File: config.mk
export PLATFORM = sky130hd
export DESIGN_NAME = clk_vga_1024_768
export DESIGN_NICKNAME = d
export VERILOG_FILES = /design/src/rtl/clk_vga_1024_768.sv
export SDC_FILE = /design/constraint.sdc
export NUM_CORES = 1
export LEC_CHECK = 0
export ABC_AREA = 1
export CORE_AREA = 3 3 51 53
export DETAILED_ROUTE_END_ITERATION = 8
export DIE_AREA = 0 0 54 56
export HOLD_SLACK_MARGIN = 0.1
export PLACE_DENSITY = 0.52
export SLEW_MARGIN = 5
export SYNTH_ARGS = -nofsm -noshare
export SYNTH_HDL_FRONTEND = slang
export SYNTH_SLANG_ARGS = --single-unit
export TNS_END_PERCENT = 10
File: constraint.sdc
create_clock -name clk_vga -period 2.3 [get_ports clk_vga]
set_clock_uncertainty 0.1 [all_clocks]
set_input_delay 0.46 -clock clk_vga [delete_from_list [all_inputs] [get_ports clk_vga]]
set_output_delay 0.46 -clock clk_vga [all_outputs]
set_load 0.1 [all_outputs]
File: src/rtl/clk_vga_1024_768.sv
//-----------------------------------------------------------------------------
// clk_vga_1024_768
//
// Derives the XGA pixel clock (65 MHz average) from a 100 MHz reference with
// a fractional phase accumulator. Each accumulator overflow produces a
// single-cycle enable (oClkEn). That enable also gates one clk_vga high phase
// onto clk_out1, so clk_out1 is a glitch-free train of 5 ns pulses whose
// average rate is clk_vga * MULT / DIV.
//
// Ports
//   clk_vga   in   reference clock. All state uses the rising edge, except
//                  the enable latch, which uses the falling edge.
//   iReset_n  in   asynchronous active-low reset. Assertion acts at once;
//                  release passes through a 2-flop synchroniser.
//   clk_out1  out  gated pixel clock, equal to clk_vga & enLat.
//   oClkEn    out  single-cycle pixel enable in the clk_vga domain.
//   oLocked   out  high once the generator is running. Sticky until reset.
//
// Parameters
//   MULT, DIV    output/reference frequency ratio; requires 1 <= MULT < DIV.
//   LOCK_CYCLES  synchronised reference edges counted before oLocked rises.
//   ACC_W        accumulator width; requires DIV <= 2^ACC_W - 1.
//
// Configuration macro
//   CLK_VGA_LOCK_DELAY_EN  defined: the lock counter waits LOCK_CYCLES edges.
//                          undefined: no counter is built, and oLocked rises
//                          on the first edge after synchronised release.
//-----------------------------------------------------------------------------
`timescale 1ns/1ps

module clk_vga_1024_768 #(
  parameter int MULT        = 13,
  parameter int DIV         = 20,
  parameter int LOCK_CYCLES = 16,
  parameter int ACC_W       = 8
) (
  input  logic clk_vga,
  input  logic iReset_n,
  output logic clk_out1,
  output logic oClkEn,
  output logic oLocked
);

  //---------------------------------------------------------------------------
  // Elaboration-time parameter checks
  //---------------------------------------------------------------------------
  if (MULT < 1 || MULT >= DIV || DIV < 2) begin : gRatioCheck
    $error("clk_vga_1024_768: need 1 <= MULT < DIV and DIV >= 2 (MULT=%0d DIV=%0d)",
           MULT, DIV);
  end

  if (ACC_W < 2 || ACC_W > 30) begin : gAccWidthCheck
    $error("clk_vga_1024_768: ACC_W=%0d out of range 2..30", ACC_W);
  end

  if (longint'(DIV) > (longint'(1) << ACC_W) - 1) begin : gAccRangeCheck
    $error("clk_vga_1024_768: DIV=%0d does not fit ACC_W=%0d", DIV, ACC_W);
  end

  if (LOCK_CYCLES < 1) begin : gLockCheck
    $error("clk_vga_1024_768: LOCK_CYCLES must be >= 1 (got %0d)", LOCK_CYCLES);
  end

  //---------------------------------------------------------------------------
  // Reset release synchroniser
  //---------------------------------------------------------------------------
  // NOTE: assertion clears the flops asynchronously. Release only ripples a
  // 1 through both stages, so downstream logic never sees a release that is
  // near the clock edge.
  logic [1:0] rstSync;
  logic       runEn;

  // NOTE: sequential state is written with non-blocking assignments only, so
  // every flop samples pre-edge values regardless of process ordering.
  always_ff @(posedge clk_vga or negedge iReset_n) begin
    if (!iReset_n) begin
      rstSync <= 2'b00;
    end else begin
      rstSync <= {rstSync[0], 1'b1};
    end
  end

  assign runEn = rstSync[1];

  //---------------------------------------------------------------------------
  // Lock generation
  //---------------------------------------------------------------------------
`ifdef CLK_VGA_LOCK_DELAY_EN
  localparam int                LOCK_W    = $clog2(LOCK_CYCLES + 1);
  localparam logic [LOCK_W-1:0] LOCK_LAST = LOCK_W'(LOCK_CYCLES - 1);
  localparam logic [LOCK_W-1:0] LOCK_ONE  = LOCK_W'(1);

  logic [LOCK_W-1:0] lockCnt;

  // The counter advances only while unlocked. It stops at LOCK_CYCLES and so
  // never wraps back into a relock.
  always_ff @(posedge clk_vga or negedge iReset_n) begin
    if (!iReset_n) begin
      lockCnt <= '0;
      oLocked <= 1'b0;
    end else if (runEn && !oLocked) begin
      lockCnt <= lockCnt + LOCK_ONE;
      if (lockCnt == LOCK_LAST) begin
        oLocked <= 1'b1;
      end
    end
  end
`else
  // Without the lock delay, oLocked follows the synchronised release by one
  // edge. Accumulation begins on the edge after that.
  always_ff @(posedge clk_vga or negedge iReset_n) begin
    if (!iReset_n) begin
      oLocked <= 1'b0;
    end else if (runEn) begin
      oLocked <= 1'b1;
    end
  end
`endif

  //---------------------------------------------------------------------------
  // Fractional phase accumulator
  //---------------------------------------------------------------------------
  // The sum is one bit wider than the accumulator so that acc + MULT cannot
  // overflow before it is compared with DIV.
  localparam logic [ACC_W:0] MULT_X = (ACC_W + 1)'(MULT);
  localparam logic [ACC_W:0] DIV_X  = (ACC_W + 1)'(DIV);

  logic [ACC_W-1:0] acc;
  logic [ACC_W-1:0] accNext;
  logic [ACC_W:0]   accSum;
  logic             clkEnNext;

  // NOTE: every variable driven here gets a default before any branch. A
  // path that leaves one unassigned would infer a latch.
  always_comb begin
    accSum    = {1'b0, acc} + MULT_X;
    accNext   = acc;
    clkEnNext = 1'b0;
    if (oLocked) begin
      if (accSum >= DIV_X) begin
        accNext   = ACC_W'(accSum - DIV_X);
        clkEnNext = 1'b1;
      end else begin
        accNext   = ACC_W'(accSum);
      end
    end
  end

  always_ff @(posedge clk_vga or negedge iReset_n) begin
    if (!iReset_n) begin
      acc    <= '0;
      oClkEn <= 1'b0;
    end else begin
      acc    <= accNext;
      oClkEn <= clkEnNext;
    end
  end

  //---------------------------------------------------------------------------
  // Glitch-free clock gate
  //---------------------------------------------------------------------------
  // enLat changes only on the falling edge, while clk_vga is low, so the AND
  // gate always passes a whole high phase or none of it. Reset clears enLat
  // asynchronously, which truncates a pulse that is already in flight.
  logic enLat;

  always_ff @(negedge clk_vga or negedge iReset_n) begin
    if (!iReset_n) begin
      enLat <= 1'b0;
    end else begin
      enLat <= oClkEn;
    end
  end

  assign clk_out1 = clk_vga & enLat;

  //---------------------------------------------------------------------------
  // Structural invariants
  //---------------------------------------------------------------------------
`ifndef SYNTHESIS
  aEnOnlyWhenLocked: assert property (
    @(posedge clk_vga) disable iff (!iReset_n) oClkEn |-> oLocked);

  aAccInRange: assert property (
    @(posedge clk_vga) disable iff (!iReset_n) ({1'b0, acc} < DIV_X));

  aLockSticky: assert property (
    @(posedge clk_vga) disable iff (!iReset_n) oLocked |=> oLocked);
`endif

endmodule

Word level (Yosys, flattened, before mapping)
Index checks and enable logic that the tools add are counted.

storage, ports and cells
  bits in latches = 0
  register bits after elaboration = 13
  word-level logic and storage cells = 12
  memories kept = 0
  RAM bits = 0
  ROM bits = 0

cells by class
  $mul = 0
  multiplexer cells = 3
  eq/ne operators = 0
  order comparisons = 1
  reduce and logical (&&, ||, !) cells = 0
  $add $sub $neg = 2
  divide/modulo/power cells = 0
  bitwise gates (word level) = 1
  shifts and indexed selects = 0

operators with widths
  cell                                                                                  number
  8-bit by 4-bit adder with 9-bit output (second input constant)                        1
  9-bit by 5-bit greater-or-equal comparator with 1-bit output (second input constant)  1
  8-bit two-way mux                                                                     1
  8-bit by 5-bit subtractor with 8-bit output (second input constant)                   1
  1-bit two-way mux                                                                     2
  1-bit bitwise AND                                                                     1

Depth between registers and ports, before layout
Gate-level depths: netlist of run 1.

  word-level depth = 4
  mapped depth = 15
  gate-level depth less buffers = 15

==> run_results.csv, run 1 <==
group,metric,value,unit
placement,pre_cts_slack,-968,ps
pwr,sequentialPowerShare,21.9,%
grt,antenna_found_initial,0,
timing,slew_viol_final,0,
setup_path,start_kind,"flop",
finish,final_cell_mix,"nand2_1 (26), dfrtp_1 (12), inv_1 (10)",
detailed_routing,viasPerCell,4.54,
clocking,post_cts_buffers,0,
clocking,cts_tree,"yes",
finish,areaGrowthSynthToFinish,16.5,%
detailed_routing,drc,0,
setup_path,cp_max_fo,1,
detailed_routing,ant_nets,0,
pwr,clockPowerShare,25.7,%
finish,nFillCells,229,
floorplan,dieArea,3020,µm²
timing,rsz0062_at_grt,"true",
setup_path,critPathCaptureType,"primary output",
detailed_routing,wl_per_cell,10.4,µm
clocking,clk_pin_slew,70,ps
floorplan,die_w,54,µm
synth,synth_fp_nets,105,
pwr,p_switching,0.916,mW
synth,synth.distinct_cells,27,
setup_path,cp_data_arrival_time,2220,ps
pwr,switching_share,51.5,%
synth,syn_area,847,µm²
synth,ys_ff_latch,13,
detailed_routing,wirelength,1450,µm
grt,grt_max_degree,13,
grt,grt_pass1_vias,648,
floorplan,chipHeight,56,µm
status,violations,"negative setup slack",
placement,io_buffers,4,
flow_run,maxCapViolCount,0,
synth,avgSynthCellArea,8.47,µm²
finish,final_common_cell,"nand2_1",
grt,grt_pass1_wl,2640,µm
pwr,ir_drop,1.37,mV
synth,yosysTopAreaCell,"dfrtp_1",
synth,syn_inst,100,
placement,place_inst,132,
setup_path,crit_required,1740,ps
detailed_routing,dr.pass1.iters,4,
synth,ys_top_cells_by_area,"dfrtp_1 (35%), nand2_1 (12%), nand2_2 (5.9%)",
grt,track_usage,12.0,%
status,status,"complete, but fails checks",
timing,setup_viol,2,
synth,netlist.area_leader.share,35.5,%
hold_path,hp-class,"flop to flop",
placement,gp_congestion,0.802,
timing,hold_viol,0,
pwr,combPwrFrac,52.4,%
finish,diodes,0,
pwr,pwr_density_cell,1800,nW/µm²
finish,final_cells,139,
grt,grt_overflow,0,
floorplan,rows,17,
synth,synth_warnings,0,
clocking,clk_latency,370,ps
floorplan,start_util,38.7,%
pwr,p_leak,0.488,nW
detailed_routing,vias,631,
floorplan,ios,5,
detailed_routing,drtIter0Drc,5,
finish,fin_nets,117,
pwr,intPower,0.861,mW
finish,drive_gt1_share,30.6,%
timing,setup_slack,-484,ps
placement,place_hpwl,1140,µm
synth,ys_seq_area_share,38.4,%
floorplan,core-area,2190,µm²
setup_path,worstSetupPathType,"flop to primary output",
[routing by layer]
layer  vias up  track usage [%]  part of all wire [%]
li1        332                -                     -
met1       293             14.3                    49
met2         6             17.6                    50
met3         0             3.22                   1.3
met4         0             8.90                     0
met5         -                0                     0
[worst max-delay path, stage by stage, from the launching register on]
cell and delay [ps]:
dfrtn_1 410, nand2_2 50, inv_2 60, buf_12 160
[cell type report]
class                      instances  area, µm²  share of cell area, %
clock buffer                       8       68.8                   6.97
clock inverter                     1       3.75                  0.380
inverter                          13       48.8                   4.94
multi-input combinational         72        460                   46.6
sequential                        13        325                   33.0
tap                               28       35.0                   3.55
timing repair buffer               4       45.0                   4.56
[synthesized netlist by cell type (all sizes together)]
cell / count
a22oi: 1
buf: 1
nand3: 10
xnor2: 1
nor3b: 1
clkinv: 1
inv: 13
nand3b: 1
nor2: 3
o21ai: 6
nand4: 1
conb: 1
dfrtp: 12
nand2: 39
ha: 3
dfrtn: 1
a21oi: 1
or2: 1
xor2: 3
[path summary, 6_finish.rpt]
| kind | slack, ps | depth (start not counted) | end | start |
|---|---|---|---|---|
| min | 260 | 0 | rstSync[1] | rstSync[0] |
| min in group asynchronous | 320 | 2 | acc[0] | iReset_n |
| max reg2reg | 240 | 14 | acc[2] | acc[0] |
| max in group asynchronous | 800 | 1 | enLat | iReset_n |
| max | -480 | 3 | clk_out1 | enLat |
| min reg2reg | 260 | 0 | rstSync[1] | rstSync[0] |
[power by group through the flow]
stage	logic (mW)	clock network (mW)	registers, mW
after floorplan	0.766	0.149	0.407
after global placement	0.938	0.182	0.390
after detailed placement	0.943	0.182	0.392
after CTS	0.949	0.462	0.389
after global routing	1.07	0.495	0.401
final	0.931	0.457	0.389
[kinds of logic (layout without fill, tap and decap cells)]
family / count (synthesis) / count (layout) / share of synthesized area [%]
AOI/OAI and AO/OA: 8 / 8 / 5.91
xor gates and xnor gates: 4 / 4 / 4.14
adders and majority gates: 3 / 3 / 4.43
buffers and inverters: 15 / 26 / 7.53
DFF: 13 / 13 / 38.4
other: 1 / 1 / 0.443
and+or+nand+nor: 56 / 56 / 39.1
[state kept, by name (all words and copies together), names as in the netlist]
| name | count |
|---|---|
| acc | 8 |
| rstSync | 2 |
| enLat | 1 |
| oClkEn | 1 |
| oLocked | 1 |
[metrics by stage]
| step | hold WS [ps] | utilization [%] | setup TNS (ps) | instance area [µm²] | total power, mW |
|---|---|---|---|---|---|
| finish | 256 | 45.1 | -484 | 987 | 1.78 |
| global route | 264 | 45.1 | -555 | 987 | 1.96 |
| CTS | 260 | 44.9 | -503 | 985 | 1.80 |
| detailed placement | 242 | 42.3 | -968 | 926 | 1.52 |
| global placement | 242 | 42.3 | -963 | 926 | 1.51 |
| floorplan | 64.4 | - | -409 | 847 | 1.32 |
[what timing repair did]
item                                    in CTS  in global routing
gates resized for setup                     10                  1
endpoints found under the setup margin       2                  2
gates cloned                                 0                  0
hold buffers                                 0                  0
No activity file was read; power rests on OpenSTA's default activity.
==> run 2, diff against run 1 <==
CAP_MARGIN = 5   (was not set)
clock period = 3 ns   (was 2.3 ns; I/O delays follow)
==> run_results.csv, run 2 (same netlist as run 1, synthesis figures left out) <==
group,metric,value,unit
detailed_routing,wirelength,1410,µm
finish,areaGrowthSynthToFinish,14.8,%
timing,tns,-284,ps
status,violations,"negative setup slack",
finish,top_register,"acc",
clocking,clk_pin_slew,80,ps
finish,largest_reg_flops,8,
floorplan,start_util,38.7,%
placement,gp_congestion,0.778,
clocking,cts_tree,"yes",
detailed_routing,ant_nets,0,
finish,reg_top3,"acc x8, rstSync x2",
timing,hold_slack,262,ps
placement,place_hpwl,1120,µm
floorplan,core-area,2190,µm²
detailed_routing,drc,0,
status,status,"complete, but fails checks",
clocking,post_cts_buffers,0,
timing,slew_viol_final,0,
grt,grt_pass1_vias,574,
hold_path,hp-class,"flop to flop",
finish,fin_nets,117,
finish,final_cell_mix,"nand2_1 (27), dfrtp_1 (12), inv_1 (10)",
floorplan,chipHeight,56,µm
setup_path,cp_max_fo,1,
setup_path,start_kind,"flop",
timing,hold_viol,0,
placement,io_buffers,4,
grt,grt_overflow,0,
floorplan,rows,17,
finish,drive_gt1_share,29.7,%
timing,setup_slack,-284,ps
setup_path,cp_data_arrival_time,2580,ps
floorplan,die_w,54,µm
detailed_routing,vias,630,
floorplan,ios,5,
pwr,pwr_density_cell,1390,nW/µm²
detailed_routing,viasPerCell,4.53,
pwr,p_leak,0.481,nW
pwr,ir_drop,1.17,mV
setup_path,max_stage_delay,390,ps
detailed_routing,drtIter0Drc,14,
clocking,clk_latency,380,ps
detailed_routing,dr.pass1.iters,4,
finish,diodes,0,
timing,setup_viol,2,
grt,grt_max_degree,13,
flow_run,maxCapViolCount,0,
grt,grt_pass1_wl,2390,µm
setup_path,path_cells,"nand2_1, inv_2, buf_12",
floorplan,dieArea,3020,µm²
finish,finalInstanceArea,972,µm²
timing,rsz0062_at_grt,"true",
setup_path,cp_slowest_cell,"dfrtn_1",
placement,post_dp_cell_area,913,µm²
setup_path,crit_family,"flip-flops",
setup_path,crit_required,2300,ps
setup_path,crit_buf_inv,2,
setup_path,critPathCaptureType,"primary output",
setup_path,worstSetupPathType,"flop to primary output",
grt,antenna_found_initial,0,
grt,track_usage,10.7,%
finish,final_common_cell,"nand2_1",
detailed_routing,wl_per_cell,10.1,µm
## run 2: cell counts in the layout (fill, tap and decap cells not counted)
Identical to the previous run, type by type.
## run 2: path summary, 6_finish.rpt
| path | startpoint | end | slack [ps] | depth (start not counted) |
|---|---|---|---|---|
| max in group asynchronous | iReset_n | enLat | 1020 | 1 |
| worst min register to register | rstSync[0] | rstSync[1] | 260 | 0 |
| worst min-delay path | rstSync[0] | rstSync[1] | 260 | 0 |
| worst max-delay path | enLat | clk_out1 | -280 | 3 |
| min in group asynchronous | iReset_n | rstSync[0] | 450 | 2 |
| worst max register to register | oClkEn | enLat | 880 | 0 |
## run 2: metal layers
layer	vias to the layer above	global-route usage (%)	part of all wire (%)
li1	336	-	-
met1	280	14.0	48
met2	7	15.9	47
met3	7	1.34	2.3
met4	0	7.47	2.8
met5	-	0	0
## run 2: power breakdown
group / internal, mW / switching (mW) / leakage, nW / total [mW]
clock: 0.154 / 0.191 / 0.0463 / 0.345
combinational: 0.261 / 0.450 / 0.288 / 0.711
sequential: 0.241 / 0.0563 / 0.147 / 0.298
total: 0.656 / 0.697 / 0.481 / 1.35
## run 2: final cells by class
| cell class | instances | area (µm²) |
|---|---|---|
| inverters | 13 | 48.8 |
| fillers | 220 | 1220 |
| clock buffers | 8 | 68.8 |
| multi-input cells | 72 | 458 |
| repair buffers | 4 | 32.5 |
| well taps | 28 | 35.0 |
| flip-flops and latches | 13 | 325 |
| clock inverters | 1 | 3.75 |
## run 2: repair_timing
item                                    in CTS  in global routing
endpoints found under the setup margin       2                  2
resized for setup                           10                  0
hold buffers                                 0                  0
## run 2: metrics by stage
step	utilization [%]	setup slack, ps	power, mW	cells
after floorplan	-	-191	1.01	100
after global placement	41.7	-750	1.16	132
after detailed placement	41.7	-758	1.16	132
after CTS	44.4	-298	1.37	139
after global routing	44.4	-325	1.48	139
final	44.4	-284	1.35	139
==> run 3, diff against run 2 <==
GPL_ROUTABILITY_DRIVEN = 0   (was not set)
==> results of run 3 <==
No change in the layout: final DEF, timing and power equal those of run 2.
